File: src/rtl/rwave_fifo_ctrl.sv
// Fill/drain sequencer for the R-wave dual sample FIFO (A/B, DEPTH words each).
// Latency: every output is registered, one cycle after the accepting edge. Backpressure: blk_ready, at most one block per 2 cycles.
// Optional sticky protocol-error flag built only when RWAVE_CTRL_ERR_EN is defined.
module rwave_fifo_ctrl #(
    parameter int DEPTH = 800,
    parameter int LANES = 8,
    parameter int PTR_W = 10
) (
    input  logic             clk,
    input  logic             Reset,
    input  logic             Enable,
    input  logic             start,
    input  logic             mode_par,
    input  logic             blk_valid,
    output logic             blk_ready,
    output logic             wr_en,
    output logic [PTR_W-1:0] wr_ptr,
    input  logic             req_a,
    input  logic             req_b,
    output logic             shift_a,
    output logic             shift_b,
    output logic [PTR_W-1:0] rd_cnt_a,
    output logic [PTR_W-1:0] rd_cnt_b,
    output logic             busy,
    output logic             done,
    output logic             err
);

    localparam logic [PTR_W-1:0] DEPTH_P = PTR_W'(DEPTH);
    localparam logic [PTR_W-1:0] LAST_P  = PTR_W'(DEPTH - LANES);
    localparam logic [PTR_W-1:0] LANES_P = PTR_W'(LANES);
    localparam logic [PTR_W-1:0] ONE_P   = PTR_W'(1);
    localparam logic [PTR_W-1:0] ZERO_P  = '0;

    typedef enum logic [1:0] {IDLE, FILL, DRAIN, DONE} state_t;

    state_t           state;
    logic             mode;
    logic             toggle;
    logic [PTR_W-1:0] ptr;
    logic             blk_acc;
    logic             acc_a;
    logic             acc_b;

    // toggle mirrors ~blk_ready in FILL and enforces the one-block-per-two-cycles cadence
    assign blk_acc = (state == FILL) && blk_valid && !toggle;
    assign acc_a   = (state == DRAIN) && req_a && (rd_cnt_a < DEPTH_P);
    assign acc_b   = (state == DRAIN) && mode && req_b && (rd_cnt_b < DEPTH_P);

    always_ff @(posedge clk or posedge Reset) begin
        if (Reset) begin
            state     <= IDLE;
            mode      <= 1'b0;
            toggle    <= 1'b0;
            ptr       <= ZERO_P;
            blk_ready <= 1'b0;
            wr_en     <= 1'b0;
            wr_ptr    <= ZERO_P;
            shift_a   <= 1'b0;
            shift_b   <= 1'b0;
            rd_cnt_a  <= ZERO_P;
            rd_cnt_b  <= ZERO_P;
            busy      <= 1'b0;
            done      <= 1'b0;
        end else begin
            wr_en   <= 1'b0;
            shift_a <= 1'b0;
            shift_b <= 1'b0;
            done    <= 1'b0;
            if (!Enable) begin
                state     <= IDLE;
                ptr       <= ZERO_P;
                toggle    <= 1'b0;
                blk_ready <= 1'b0;
                busy      <= 1'b0;
            end else begin
                case (state)
                    IDLE: begin
                        if (start) begin
                            mode      <= mode_par;
                            ptr       <= ZERO_P;
                            toggle    <= 1'b0;
                            rd_cnt_a  <= ZERO_P;
                            rd_cnt_b  <= ZERO_P;
                            blk_ready <= 1'b1;
                            busy      <= 1'b1;
                            state     <= FILL;
                        end
                    end
                    FILL: begin
                        if (blk_acc) begin
                            wr_en     <= 1'b1;
                            wr_ptr    <= ptr;
                            ptr       <= ptr + LANES_P;
                            toggle    <= 1'b1;
                            blk_ready <= 1'b0;
                            if (ptr == LAST_P) begin
                                state <= DRAIN;
                            end
                        end else begin
                            toggle    <= 1'b0;
                            blk_ready <= 1'b1;
                        end
                    end
                    DRAIN: begin
                        shift_a <= acc_a;
                        shift_b <= acc_b;
                        if (acc_a) begin
                            rd_cnt_a <= rd_cnt_a + ONE_P;
                        end
                        if (acc_b) begin
                            rd_cnt_b <= rd_cnt_b + ONE_P;
                        end
                        if ((rd_cnt_a == DEPTH_P) && (!mode || (rd_cnt_b == DEPTH_P))) begin
                            state <= DONE;
                            done  <= 1'b1;
                        end
                    end
                    DONE: begin
                        state <= IDLE;
                        busy  <= 1'b0;
                    end
                    default: begin
                        state <= IDLE;
                        busy  <= 1'b0;
                    end
                endcase
            end
        end
    end

`ifdef RWAVE_CTRL_ERR_EN
    logic err_evt;

    assign err_evt = ((state == FILL) && (req_a || req_b)) ||
                     ((state == DRAIN) && req_a && (rd_cnt_a == DEPTH_P)) ||
                     ((state == DRAIN) && req_b && (!mode || (rd_cnt_b == DEPTH_P)));

    always_ff @(posedge clk or posedge Reset) begin
        if (Reset) begin
            err <= 1'b0;
        end else if (Enable) begin
            if ((state == IDLE) && start) begin
                err <= 1'b0;
            end else if (err_evt) begin
                err <= 1'b1;
            end
        end
    end
`else
    assign err = 1'b0;
`endif

endmodule

File: config.mk
export PLATFORM = sky130hd
export DESIGN_NAME = rwave_fifo_ctrl
export DESIGN_NICKNAME = d
export VERILOG_FILES = /design/src/rtl/rwave_fifo_ctrl.sv
export SDC_FILE = /design/constraint.sdc
export NUM_CORES = 1
export LEC_CHECK = 0
export ABC_CLOCK_PERIOD_IN_PS = 2500
export CAP_MARGIN = 5
export CORE_MARGIN = 4
export CORE_UTILIZATION = 52
export CTS_CLUSTER_SIZE = 12
export DETAILED_ROUTE_END_ITERATION = 8
export GPL_TIMING_DRIVEN = 0
export PLACE_DENSITY_LB_ADDON = 0.15
export RECOVER_POWER = 25
export SYNTH_ARGS = -nofsm -noshare
export SYNTH_HDL_FRONTEND = slang
export SYNTH_SLANG_ARGS = --single-unit
File: constraint.sdc
create_clock -name clk -period 2.5 [get_ports clk]
set_clock_uncertainty 0.2 [all_clocks]
set_input_delay 0.5 -clock clk [delete_from_list [all_inputs] [get_ports clk]]
set_output_delay 0.5 -clock clk [all_outputs]
set_load 0.005 [all_outputs]
==> results.py <==
metrics = {
    "cts": {
        "ctsResizeCount": 0,
        "numCtsBuffers": 5,
        "path_clk_slew_ns": 0.09,
        "setup_repair_bufs_after_cts": 0,
        "cts-hold-fix-buffers": 0,
        "cts_tree": "yes",
        "cts_buffer_depth": 2,
        "clk-insertion-delay-late_ns": 0.30,
        "ctsRootBufferMaster": "sky130_fd_sc_hd__clkbuf_8",
        "htreeDepth": 2,
        "clock_sinks": 44,
    },
    "sta": {
        "period_minus_slack_ns": 2.311,
        "timing.fmax_mhz": 432.7,
        "hold_viol": 0,
        "worstMarginPinSlew_ns": 1.061,
        "report.final.setup_viol": 0,
        "rsz0062_at_grt": "no",
        "fin_ws_ns": 0.1889,
        "finalCritPeriodShare_pct": 92.44,
        "report.final.slew_viol_count": 0,
        "hold_ws_ns": 0.2784,
        "slew_headroom_pct": 29.24,
    },
    "logic_synthesis": {
        "postSynthAreaPerCell_um2": 9.129,
        "synth-main-ff-cell": "sky130_fd_sc_hd__dfrtp_1",
        "cell_taking_the_most_area_after_synthesis": "sky130_fd_sc_hd__dfrtp_1",
        "synth_async_sr_flop_share_pct": 100.0,
        "synth_top_area_share_pct": 46.39,
        "synth_seq_cells": 44,
        "syn-cell-area_um2": 2374,
        "yosys_warnings": 0,
        "netlist_instances": 260,
        "synth_enable_flop_cells": 0,
        "ys_types": 44,
        "synth.top_cells.by_area": "sky130_fd_sc_hd__dfrtp_1, sky130_fd_sc_hd__nand2_1, sky130_fd_sc_hd__xnor2_1",
        "synth.yosys.seq_area_share_pct": 46.39,
    },
    "setup_path": {
        "worst-endpoint-required_ns": 2.48,
        "critical_path_peak_fanout": 9,
        "crit_type": "flop to flop",
        "critical_path.startpoint_type": "flop",
        "critical_path_cell_with_the_highest_stage_delay": "sky130_fd_sc_hd__nor4b_1",
        "critical_path.endpoint_type": "flop",
        "max_incr_delay_on_cp_ns": 0.48,
        "critPathArrivalTime_ns": 2.29,
        "worstPathCellList": "inv_1 -> ha_1 -> buf_2 -> nand2b_1 -> buf_4 -> nand2_1 -> nor4b_1 -> xnor2_1 -> nor2_1",
    },
    "cells_and_area": {
        "multi_input_area_um2": 1150,
        "filler_cell_count": 363,
        "mostFrequentLayoutCells": "sky130_fd_sc_hd__nand2_1, sky130_fd_sc_hd__dfrtp_1, sky130_fd_sc_hd__clkdlybuf4s50_1",
        "most_common_cell_after_layout_fill_and_taps_aside": "sky130_fd_sc_hd__nand2_1",
        "antenna-diode-count": 0,
        "fin_util_pct": 67.67,
        "nets": 327,
        "layout-area-overhead-vs-synth_pct": 24.99,
        "fraction_of_final_layout_cells_with_drive_strength_greater_than_1_pct": 8.039,
        "seqCellArea_um2": 1101,
    },
    "placement": {
        "numPortBuffers": 39,
        "dp_hpwl_um": 3695,
        "post-place-ws_ns": -0.01534,
        "gpl.final_weighted_congestion": 0.8555,
    },
    "pwr": {
        "largest_voltage_drop_on_the_vdd_net_mv": 0.4717,
        "power_mw": 2.103,
        "cellLeakagePower_nw": 1.299,
        "power.density_cell_area_nw_per_um2": 708.8,
    },
    "global_route": {
        "antenna_violations_before_repair": 0,
        "grt_first_pass_wirelength_um": 8562,
        "first_global_vias": 1858,
        "grt_max_degree": 45,
        "grt_remaining_overflow": 0,
        "grt_use_total_pct": 19.68,
    },
    "detailed_routing": {
        "drt_pass1_iterations": 4,
        "drcViolationCount": 0,
        "ant_nets": 0,
        "drt-wirelength-per-cell_um": 14.34,
        "vias": 2015,
        "routed_wl_um": 5205,
        "viasPerCell": 5.551,
        "drt_iter0_drc": 149,
    },
    "floorplan": {
        "floorplan.core_area_um2": 4384,
        "core.rowCount": 24,
        "dieHeight_um": 75.56,
        "initial_core_util_pct": 54.14,
        "die_width_um": 75.56,
        "floorplan.die_area_um2": 5709,
        "ios": 45,
    },
    "min_path": {
        "hp-class": "flop to flop",
    },
    "flow_run": {
        "cap_viol_max_count": 0,
    },
    "run_status": {
        "outcome": "complete, no violations",
    },
}
per-stage QoR:
step	area, um2	TNS (ns)	instances
final	2967	0	363
after CTS	2982	0	363
after detailed placement	2860	-0.01534	355
after floorplan	2385	0	263
after global routing	2967	0	363
after global placement	2840	-4.727	354
kinds of logic (layout without fill, tap and decap cells):
group / count (synthesis) / count (layout) / synth area share (%)
other: 1 / 4 / 0.1580
flip-flops: 44 / 44 / 46.39
buffers and inverters: 27 / 75 / 5.640
multiplexers: 4 / 4 / 1.792
XOR/XNOR: 17 / 17 / 6.273
adder cells (fa/ha/maj): 9 / 9 / 4.744
AO/OA/AOI/OAI: 36 / 36 / 10.70
AND/OR/NAND/NOR: 122 / 122 / 24.30
Yosys cell counts, types with 2 or more instances:
master and number:
sky130_fd_sc_hd__nand3_1 12, sky130_fd_sc_hd__nor4_1 5, sky130_fd_sc_hd__xnor2_1 17, sky130_fd_sc_hd__nand2_1 46, sky130_fd_sc_hd__a31oi_1 2, sky130_fd_sc_hd__nor4b_1 2, sky130_fd_sc_hd__mux2i_1 2, sky130_fd_sc_hd__nor2_1 26
sky130_fd_sc_hd__mux2_2 2, sky130_fd_sc_hd__o311ai_1 2, sky130_fd_sc_hd__dfrtp_1 44, sky130_fd_sc_hd__ha_1 9, sky130_fd_sc_hd__and3_1 6, sky130_fd_sc_hd__a21oi_1 9, sky130_fd_sc_hd__clkbuf_1 2, sky130_fd_sc_hd__and2_1 4
sky130_fd_sc_hd__nand4_1 6, sky130_fd_sc_hd__inv_1 13, sky130_fd_sc_hd__nor3_1 5, sky130_fd_sc_hd__a22o_1 3, sky130_fd_sc_hd__a211oi_1 2, sky130_fd_sc_hd__buf_4 8, sky130_fd_sc_hd__nor2b_1 3, sky130_fd_sc_hd__o21ai_0 6
sky130_fd_sc_hd__o21ai_1 3, sky130_fd_sc_hd__nand2b_1 3
power by group:
group	internal (mW)	switching, mW
Clock	0.327	0.249
Sequential	0.779	0.0696
Combinational	0.270	0.407
Total	1.38	0.726
final timing paths:
check / slack [ns] / cells past startpoint / startpoint / end
min in group asynchronous: 0.78 / 3 / Reset / wr_ptr[8]
worst max register to register: 0.19 / 9 / state[0] / rd_cnt_b[6]
worst min register to register: 0.28 / 2 / wr_ptr[3] / wr_ptr[3]
max in group asynchronous: 0.68 / 3 / Reset / rd_cnt_a[9]
worst max-delay path: 0.19 / 9 / state[0] / rd_cnt_b[6]
worst min-delay path: 0.28 / 2 / wr_ptr[3] / wr_ptr[3]
registers in the layout, summed over array words and instances, names as in the netlist:
signal	count
done	1
wr_ptr	7
shift_a	1
ptr	7
rd_cnt_b	10
rd_cnt_a	10
mode	1
state	2
blk_ready	1
shift_b	1
wr_en	1
busy	1
toggle	1
layout make-up:
cell class	instances	share of cell area [%]
multi-input combinational	192	38.76
sequential	44	37.12
timing repair buffer	40	13.33
clock buffer	6	2.784
buffer	13	2.741
tap	52	2.193
inverter	14	1.771
clock inverter	2	1.307
per-layer routing:
| metal | share of wire, % | track usage (%) | wire (um) |
|---|---|---|---|
| met2 | 46 | 29.63 | 2369 |
| met1 | 47 | 27.47 | 2433 |
| met3 | 6.3 | 4.090 | 326 |
| met5 | 0 | 0 | 0 |
| met4 | 1.5 | 8.544 | 76 |
worst max-delay path: cells and delay by family, from the launching register on:
family	cells	cell delay, ns
DFF	1	0.42
and+or+nand+nor	4	0.77
adders and majority gates	1	0.20
buffers and inverters	3	0.42
xor gates and xnor gates	1	0.17
Power figures use the tool's default switching activity.
